<file path="src/rtl/ysyx_25020047_pkg.sv">
// Shared definitions for the ysyx_25020047 load/store unit: op codes, FSM states
// and the legal-op decoder.
package ysyx_25020047_pkg;

    localparam logic [3:0] OP_LB  = 4'd0;
    localparam logic [3:0] OP_LH  = 4'd1;
    localparam logic [3:0] OP_LW  = 4'd2;
    localparam logic [3:0] OP_LBU = 4'd4;
    localparam logic [3:0] OP_LHU = 4'd5;
    localparam logic [3:0] OP_SB  = 4'd8;
    localparam logic [3:0] OP_SH  = 4'd9;
    localparam logic [3:0] OP_SW  = 4'd10;

    typedef enum logic [1:0] {
        IDLE = 2'd0,
        REQ  = 2'd1,
        WAIT = 2'd2,
        RESP = 2'd3
    } lsu_state_e;

    function automatic logic op_legal(input logic [3:0] op);
        case (op)
            OP_LB, OP_LH, OP_LW, OP_LBU, OP_LHU, OP_SB, OP_SH, OP_SW: return 1'b1;
            default: return 1'b0;
        endcase
    endfunction

endpackage

</file>
<file path="src/rtl/ysyx_25020047_lsu_align.sv">
// Combinational lane logic: store replication and byte enables, load byte/half
// selection with sign/zero extension, and alignment check.
module ysyx_25020047_lsu_align (
    input  logic [3:0]  op,
    input  logic [1:0]  ea_lo,
    input  logic [31:0] rs2,
    input  logic [31:0] rdata,
    output logic [31:0] wdata,
    output logic [3:0]  wstrb,
    output logic [31:0] ldata,
    output logic        misaligned
);

    logic [7:0]  byte_sel;
    logic [15:0] half_sel;

    always_comb begin
        byte_sel   = rdata[{ea_lo, 3'b000} +: 8];
        half_sel   = rdata[{ea_lo[1], 4'b0000} +: 16];
        wdata      = rs2;
        wstrb      = '0;
        ldata      = rdata;
        misaligned = 1'b0;
        // op[3] = store, op[2] = unsigned load, op[1:0] = access size
        case (op[1:0])
            2'b00: begin
                wdata = {4{rs2[7:0]}};
                if (op[3]) wstrb = 4'b0001 << ea_lo;
                ldata = op[2] ? {24'd0, byte_sel} : {{24{byte_sel[7]}}, byte_sel};
            end
            2'b01: begin
                wdata      = {2{rs2[15:0]}};
                if (op[3]) wstrb = 4'b0011 << ea_lo;
                ldata      = op[2] ? {16'd0, half_sel} : {{16{half_sel[15]}}, half_sel};
                misaligned = ea_lo[0];
            end
            2'b10: begin
                if (op[3]) wstrb = 4'b1111;
                misaligned = |ea_lo;
            end
            default: ;
        endcase
    end

endmodule

</file>
<file path="src/rtl/ysyx_25020047_lsu.sv">
// Load/store unit: single outstanding request over req/gnt/rvalid, result handed
// to writeback over valid/ready. Misaligned and illegal ops bypass memory.
module ysyx_25020047_lsu
    import ysyx_25020047_pkg::*;
#(
    parameter int XLEN = 32
) (
    input  logic            clk,
    input  logic            rst,
    input  logic            in_valid,
    output logic            in_ready,
    input  logic [3:0]      op,
    input  logic [XLEN-1:0] rs1_val,
    input  logic [XLEN-1:0] rs2_val,
    input  logic [XLEN-1:0] imm,
    output logic            mem_req,
    output logic            mem_we,
    output logic [XLEN-1:0] mem_addr,
    output logic [XLEN-1:0] mem_wdata,
    output logic [3:0]      mem_wstrb,
    input  logic            mem_gnt,
    input  logic            mem_rvalid,
    input  logic [XLEN-1:0] mem_rdata,
    output logic            out_valid,
    input  logic            out_ready,
    output logic [XLEN-1:0] out_rdata,
    output logic            out_err
);

    lsu_state_e      state, state_nxt;
    logic [3:0]      op_q;
    logic [1:0]      ea_lo_q;
    logic [XLEN-1:0] ea;
    logic            accept;
    logic            bad;

    logic [3:0]      al_op;
    logic [1:0]      al_ea;
    logic [31:0]     al_wdata;
    logic [3:0]      al_wstrb;
    logic [31:0]     al_ldata;
    logic            al_mis;

    assign ea     = rs1_val + imm;
    assign accept = (state == IDLE) && in_valid;

    // One align instance serves both phases: incoming op while IDLE (store lanes,
    // alignment), the registered op afterwards (load extraction in WAIT).
    assign al_op = (state == IDLE) ? op : op_q;
    assign al_ea = (state == IDLE) ? ea[1:0] : ea_lo_q;

    ysyx_25020047_lsu_align u_align (
        .op         (al_op),
        .ea_lo      (al_ea),
        .rs2        (rs2_val),
        .rdata      (mem_rdata),
        .wdata      (al_wdata),
        .wstrb      (al_wstrb),
        .ldata      (al_ldata),
        .misaligned (al_mis)
    );

    assign bad = al_mis || !op_legal(op);

    always_ff @(posedge clk or negedge rst) begin
        if (!rst) state <= IDLE;
        else      state <= state_nxt;
    end

    always_comb begin
        state_nxt = state;
        case (state)
            IDLE: if (in_valid)   state_nxt = bad ? RESP : REQ;
            REQ:  if (mem_gnt)    state_nxt = WAIT;
            WAIT: if (mem_rvalid) state_nxt = RESP;
            RESP: if (out_ready)  state_nxt = IDLE;
            default:              state_nxt = IDLE;
        endcase
    end

    assign in_ready  = (state == IDLE);
    assign mem_req   = (state == REQ);
    assign out_valid = (state == RESP);

    always_ff @(posedge clk or negedge rst) begin
        if (!rst) begin
            op_q      <= '0;
            ea_lo_q   <= '0;
            mem_we    <= 1'b0;
            mem_addr  <= '0;
            mem_wdata <= '0;
            mem_wstrb <= '0;
            out_rdata <= '0;
            out_err   <= 1'b0;
        end else if (accept) begin
            op_q      <= op;
            ea_lo_q   <= ea[1:0];
            mem_we    <= op[3] && !bad;
            mem_addr  <= {ea[XLEN-1:2], 2'b00};
            mem_wdata <= al_wdata;
            mem_wstrb <= al_wstrb;
            out_rdata <= '0;
            out_err   <= bad;
        end else if (state == WAIT && mem_rvalid) begin
            out_rdata <= op_q[3] ? '0 : al_ldata;
        end
    end

endmodule

</file>
<file path="config.mk">
export PLATFORM = sky130hd
export DESIGN_NAME = ysyx_25020047_lsu
export DESIGN_NICKNAME = d
export VERILOG_FILES = /design/src/rtl/ysyx_25020047_pkg.sv /design/src/rtl/ysyx_25020047_lsu_align.sv /design/src/rtl/ysyx_25020047_lsu.sv
export SDC_FILE = /design/constraint.sdc
export NUM_CORES = 1
export LEC_CHECK = 0
export ABC_AREA = 1
export CAP_MARGIN = 30
export CORE_AREA = 2 2 164 166
export CTS_CLUSTER_SIZE = 30
export DETAILED_ROUTE_END_ITERATION = 16
export DIE_AREA = 0 0 166 168
export GPL_TIMING_DRIVEN = 0
export MAX_ROUTING_LAYER = met4
export PLACE_DENSITY_LB_ADDON = 0.15
export SETUP_SLACK_MARGIN = 0.15
export SYNTH_ARGS = -nofsm -noshare
export SYNTH_HDL_FRONTEND = slang
export SYNTH_SLANG_ARGS = --single-unit
</file>
<file path="constraint.sdc">
create_clock -name clk -period 6.76 [get_ports clk]
set_clock_uncertainty 0.05 [all_clocks]
set_input_delay 0.676 -clock clk [delete_from_list [all_inputs] [get_ports clk]]
set_output_delay 0.676 -clock clk [all_outputs]
set_load 0.03 [all_outputs]
</file>
==> results.toml, run 1 <==
[outcome]
status = "finished, final reports clean"

[global_route]
grt-ovfl-total = 0
track_usage_pct = 21.10
first_global_vias = 8272
largest_net_degree_at_the_start_of_global_routing = 64
grt_first_pass_wirelength_microns = 45020
antenna_found_initial = 0

[flow_run]
max_capacitance_violation_count = 0

[drt]
remaining_design_rule_violation_count = 0
final_antenna_net_count = 0
route.final.wire_length_microns = 28890
drt_iter0_markers = 401
detailedRoute.firstPassIterationCount = 5
number_of_vias_per_cell_after_detailed_routing = 4.688
routed_wire_length_per_instance_microns = 16.16
via_count = 8382

[floorplan]
die-height_microns = 168
placement_rows = 60
die_area_sq_um = 27890
dieWidth_microns = 166
core_region_area_sq_um = 26350
initial_core_util_pct = 29.49
design.portCount = 243

[timing]
final_critical_path_setup_slack_ns = 2.855
hold_viol = 0
grt_setup_unrepaired = "no"
max_slew.worst_pin.slew_ns = 0.8293
slew_headroom_pct = 44.41
finalMaxSlewViolations = 0
final.period_utilization_pct = 57.77
achievable-frequency_ghz = 0.2561
hold-worst-slack_ns = 0.1901
timing.final.crit_period_ns = 3.905
tns_ns = 0
setup-violations-final = 0

[hold_path]
hold_path.class = "in2async"

[worst_setup_path]
critical_path.endpoint_type = "register"
reg2regPathDepth = 13
r2r_setup_slack_ns = 2.88
critPathMaxFanout = 11
crit_required_ns = 7.00
crit-reg2reg-capture = "mem_wstrb[2]"
rr_startpoint = "state[0]"
critical_path_arrival_ns = 4.14
critPathKind = "in2reg"
startpoint_type = "input pin"

[clock_network]
cts_max_level = 3
cts-root-to-sink-buffers = 2
cts_tree = "done"
post-cts-setup-buffers = 0
cts.clk_slew.worst_paths_ns = 0.08
ctsResizeCount = 0
worstSkewPairLatency_ns = 0.35
number_of_buffers_added_by_the_clock_tree_synthesis_step = 9
cts_hold_buf = 0
cts_num_sinks = 108
cts_root_buf = "clkbuf_16"

[pwr]
peakVddDrop_uv = 169.2
clock_power_share_pct = 12.2
seq_pwr_share_pct = 24.7
p_sw_mw = 2.202
pwr-share-comb_pct = 63.2
power_density_nw_per_um2 = 400.4
intPower_mw = 2.166
power.static_leakage_nw = 5.491
p_sw_share_pct = 50.42

[logic_synthesis]
synth-edff-count = 0
netlist-cell-type-count = 39
ys_seq_elements = 108
synthFlopType = "dfrtp_1"
mappedNetlistArea_sq_um = 7771
post_synth.cell_area_avg_sq_um = 6.536
postSynthCellCount = 1189
async_flop_share_pct = 100.0
synth.yosys.seq_area_share_pct = 34.78
yosys_warnings = 0

[cells_and_area]
antenna_cells = 0
final.fill_count = 2790
post-route-cell-area_sq_um = 10910
area_growth_pct = 40.40
fin_nets = 1621
fraction_of_final_layout_cells_sized_beyond_drive_strength_1_pct = 3.939

[place]
dp_hpwl_microns = 23210
io_buffer_count = 240
pre_cts_setup_slack_ns = 2.433
dpl_cell_area_sq_um = 10630
globalplace.congestion = 0.9249
[power groups by stage]
stage	Sequential [mW]	Clock, mW	Combinational [mW]
after detailed placement	1.09	0	2.78
after global placement	1.09	0	2.75
after global routing	1.11	0.567	3.02
after CTS	1.08	0.549	2.79
final	1.08	0.532	2.76
after floorplan	1.54	0	1.22
[routing by layer]
metal / GRT usage (%) / routed length (microns) / vias to the layer above
met1: 26.34 / 13010 / 3868
met3: 2.468 / 1113 / 32
li1: - / - / 4254
met2: 36.37 / 14220 / 228
met5: - / 0 / -
met4: 5.595 / 548 / 0
[cells by family after synthesis]
family	after synthesis	synth area share (%)
flops	108	34.78
simple gates	638	33.17
buf+inv	210	10.72
compound gates	179	13.23
other cells	1	0.04826
xor+xnor	12	1.352
fa+ha+maj	41	6.698
[metrics by stage]
step                      utilization [%]  std cells  total power [mW]
final                               41.41       1788             4.368
after floorplan                         -       1190             2.753
after global placement              40.24       1771             3.839
after CTS                           41.41       1788             4.415
after detailed placement            40.35       1772             3.866
after global routing                41.41       1788             4.703
[Yosys cell counts (7+ instances only)]
cell type	number	area (sq um)
o21ai_0	88	440.4
buf_2	9	45.04
o21ai_2	10	87.58
a31oi_1	16	100.1
o211ai_1	11	82.58
clkbuf_1	20	75.07
xnor2_1	11	96.34
nand4_1	8	50.05
a22oi_1	8	60.06
inv_1	167	626.9
dfrtp_1	108	2703
a21oi_1	30	150.1
nand2_1	446	1674
nand3_1	76	380.4
buf_1	7	26.28
nor2_1	86	322.8
ha_1	40	500.5
[how the worst max path moves through the flow]
stage,startpoint,to,slack (ns),depth (start not counted)
after floorplan,state[0],out_rdata[23],3.76,14
after global placement,rst,mem_addr[30],0.28,1
after detailed placement,op[1],mem_wstrb[2],2.43,14
after CTS,state[0],mem_wstrb[2],2.79,13
after global routing,state[0],mem_wstrb[2],2.58,13
final,op[1],mem_wstrb[2],2.86,14
[flip-flops by register name, indices dropped and copies added, names as in the netlist]
| name | flops |
|---|---|
| mem_addr | 30 |
| out_rdata | 32 |
| out_err | 1 |
| op_q | 4 |
| state | 2 |
| ea_lo_q | 2 |
| mem_we | 1 |
| mem_wstrb | 4 |
| mem_wdata | 32 |
[cells in the final DEF (no fill, tap or decap), types with 3 or more instances in the layout]
cell type | Yosys | final
ha_1 | 40 | 40
nor2_1 | 86 | 86
xnor2_1 | 11 | 11
nor3_1 | 5 | 5
nand3_1 | 76 | 76
a22oi_1 | 8 | 8
clkdlybuf4s50_1 | 0 | 239
buf_6 | 3 | 4
inv_1 | 167 | 167
a21oi_1 | 30 | 30
buf_1 | 7 | 7
nand4_1 | 8 | 8
and2_1 | 3 | 3
or2_2 | 5 | 5
o21ai_0 | 88 | 88
clkbuf_1 | 20 | 20
nand2_2 | 5 | 5
dfrtp_1 | 108 | 108
clkinv_2 | 0 | 3
nand2_1 | 446 | 446
buf_2 | 9 | 9
o31ai_1 | 3 | 3
o21ai_1 | 5 | 5
clkbuf_16 | 0 | 9
a31oi_1 | 16 | 16
buf_4 | 3 | 3
o21ai_2 | 10 | 10
o211ai_1 | 11 | 11
[worst max-delay path: stages]
cell and delay (ns):
clkdlybuf4s50_1 0.45, inv_1 0.09, nand2_1 0.05, o21ai_1 0.25, clkbuf_1 0.44, buf_1 0.51, ha_1 0.30, clkbuf_1 0.50
nor2_1 0.33, nor2_1 0.21, o211ai_1 0.10, o21ai_0 0.10, nand2_1 0.08, nand2_1 0.06
[final cells by class]
type                       count  area (sq um)  area share (%)
inverter                     168         630.6           5.780
timing repair buffer         241          2431           22.28
clock inverter                 6         38.79          0.3555
sequential                   108          2703           24.77
multi-input combinational    872          4239           38.85
buffer                        42         202.7           1.858
tap                          341         426.7           3.911
clock buffer                  10         239.0           2.190
(Power assumes the default switching activity.)
==> inputs of run 2 (changes only) <==
Clock period 6.76 ns to 3.85 ns, I/O delays scaled along.
==> run 2 against run 1 <==
Global-route usage stayed put. Wire length hardly changed. Largest cell class unchanged. First-iteration DRC count is 1.7% lower. Worst setup slack worse by 2.4 ns. Non-clock buffer count is 1 higher. Total power is 76% higher. Die area stayed put. Flip-flop and latch count stayed put. Critical path type is now reg2reg. Critical endpoint is now out_rdata[11]. Via count hardly changed. Sequential power is 75% higher.
==> results.toml, run 2 (synthesis gave the netlist of run 1 again) <==
[outcome]
status = "finished, final reports clean"

[clock_network]
cts.clk_slew.worst_paths_ns = 0.08
cts-root-to-sink-buffers = 2
worstSkewPairLatency_ns = 0.35
cts_max_level = 3
number_of_buffers_added_by_the_clock_tree_synthesis_step = 9
cts_tree = "done"
cts_root_buf = "clkbuf_16"
post-cts-setup-buffers = 0
cts_num_sinks = 108

[drt]
route.final.wire_length_microns = 28910
number_of_vias_per_cell_after_detailed_routing = 4.683
via_count = 8378
drt_iter0_markers = 394
final_antenna_net_count = 0
routed_wire_length_per_instance_microns = 16.16
remaining_design_rule_violation_count = 0
detailedRoute.firstPassIterationCount = 5

[floorplan]
die-height_microns = 168
die_area_sq_um = 27890
dieWidth_microns = 166
initial_core_util_pct = 29.49
design.portCount = 243
placement_rows = 60
core_region_area_sq_um = 26350

[timing]
achievable-frequency_ghz = 0.2947
setup-violations-final = 0
grt_setup_unrepaired = "no"
final.period_utilization_pct = 88.13
max_slew.worst_pin.slew_ns = 0.8515
timing.final.crit_period_ns = 3.393
finalMaxSlewViolations = 0
final_critical_path_setup_slack_ns = 0.4571
hold_viol = 0
slew_headroom_pct = 42.93

[place]
dp_hpwl_microns = 23210
globalplace.congestion = 0.9249
pre_cts_setup_slack_ns = -0.1860
io_buffer_count = 240
dpl_cell_area_sq_um = 10630

[flow_run]
max_capacitance_violation_count = 0

[cells_and_area]
top_regs = "mem_wdata x32, out_rdata x32, mem_addr x30"
area_growth_pct = 40.59
post-route-util_pct = 41.46
final.fill_count = 2788
mostFrequentLayoutCells = "446 x nand2_1, 239 x clkdlybuf4s50_1, 167 x inv_1"
fin_nets = 1622
post-route-cell-area_sq_um = 10930
fraction_of_final_layout_cells_sized_beyond_drive_strength_1_pct = 4.144
antenna_cells = 0
most_common_cell_after_layout_fill_and_taps_aside = "nand2_1"
final-seq-area_sq_um = 2703
total_area_of_multi_input_combinational_cells_sq_um = 4242

[worst_setup_path]
reg2regPathDepth = 13
cp_cell_sequence = "inv_1 > ha_1 > o21ai_1 > clkbuf_1 > buf_2 > ha_1 > inv_1 > nor2_2 > buf_2 > a22oi_1 > nand3_1 > nand3_1 > nand2_1"
critPathKind = "reg2reg"
startpoint_type = "register"
timing.critical_path.slowest_stage_cell = "clkbuf_1"
critPathMaxFanout = 11
worst_path_largest_cell_delay_ns = 0.44
crit_required_ns = 4.09
critical_path_arrival_ns = 3.63
critical_path.endpoint_type = "register"

[hold_path]
hold_path.class = "reg2reg"
hold-path-cell-count = 2

[global_route]
grt_first_pass_wirelength_microns = 45020
first_global_vias = 8272
track_usage_pct = 21.10
largest_net_degree_at_the_start_of_global_routing = 64
antenna_found_initial = 0
grt-ovfl-total = 0

[pwr]
power_density_nw_per_um2 = 703.3
peakVddDrop_uv = 297.0
power.static_leakage_nw = 5.501
report.power.total_mw = 7.684
run 2: final timing paths:
path,from,end,slack (ns)
hold reg to reg,out_rdata[13],out_rdata[13],0.43
setup reg to reg,state[0],out_rdata[11],0.46
max in group asynchronous,rst,op_q[0],2.57
setup / recovery,state[0],out_rdata[11],0.46
min in group asynchronous,rst,out_rdata[25],0.48
hold / removal,out_rdata[13],out_rdata[13],0.43
run 2: worst max-delay path, delay by kind of cell (launching register included):
kind,cells,cell delay [ns]
adder cells (fa/ha/maj),2,0.50
AO/OA/AOI/OAI,2,0.53
flip-flops,1,0.37
AND/OR/NAND/NOR,4,0.61
buffers and inverters,5,1.26
run 2: through the flow:
step | cells | hold slack (ns) | TNS, ns
4_1_cts | 1789 | 0.4360 | 0
2_1_floorplan | 1190 | 0.03941 | 0
5_1_grt | 1789 | 0.4611 | 0
6_report | 1789 | 0.4337 | 0
3_5_place_dp | 1772 | 0.3104 | -1.148
3_3_place_gp | 1771 | 0.4147 | -251.22
run 2: where the power goes:
group          switching, mW  internal (mW)  total (mW)  leakage (nW)
clock                  0.475          0.458       0.933         0.135
sequential             0.286           1.61        1.89          1.37
combinational           3.11           1.75        4.86          4.00
run 2: layout make-up:
| type | instances | area share [%] |
|---|---|---|
| multi-input combinational | 872 | 38.82 |
| sequential | 108 | 24.74 |
| timing repair buffer | 242 | 22.34 |
| inverter | 168 | 5.772 |
| tap | 341 | 3.905 |
| clock buffer | 10 | 2.187 |
| buffer | 42 | 1.878 |
| clock inverter | 6 | 0.3550 |
run 2: routing by layer:
metal | up-vias | part of all wire, % | GRT usage, %
met5 | - | 0 | -
met4 | 0 | 2.0 | 5.595
met3 | 34 | 3.8 | 2.468
met2 | 237 | 49 | 36.37
met1 | 3856 | 45 | 26.34
li1 | 4251 | - | -
run 2: repair_timing:
action                                  4_1_cts  5_1_grt
hold endpoints to repair                     45        0
hold buffers                                  1        0
endpoints found under the setup margin       29       25
pin swaps                                     0        0
resized for setup                             2        1
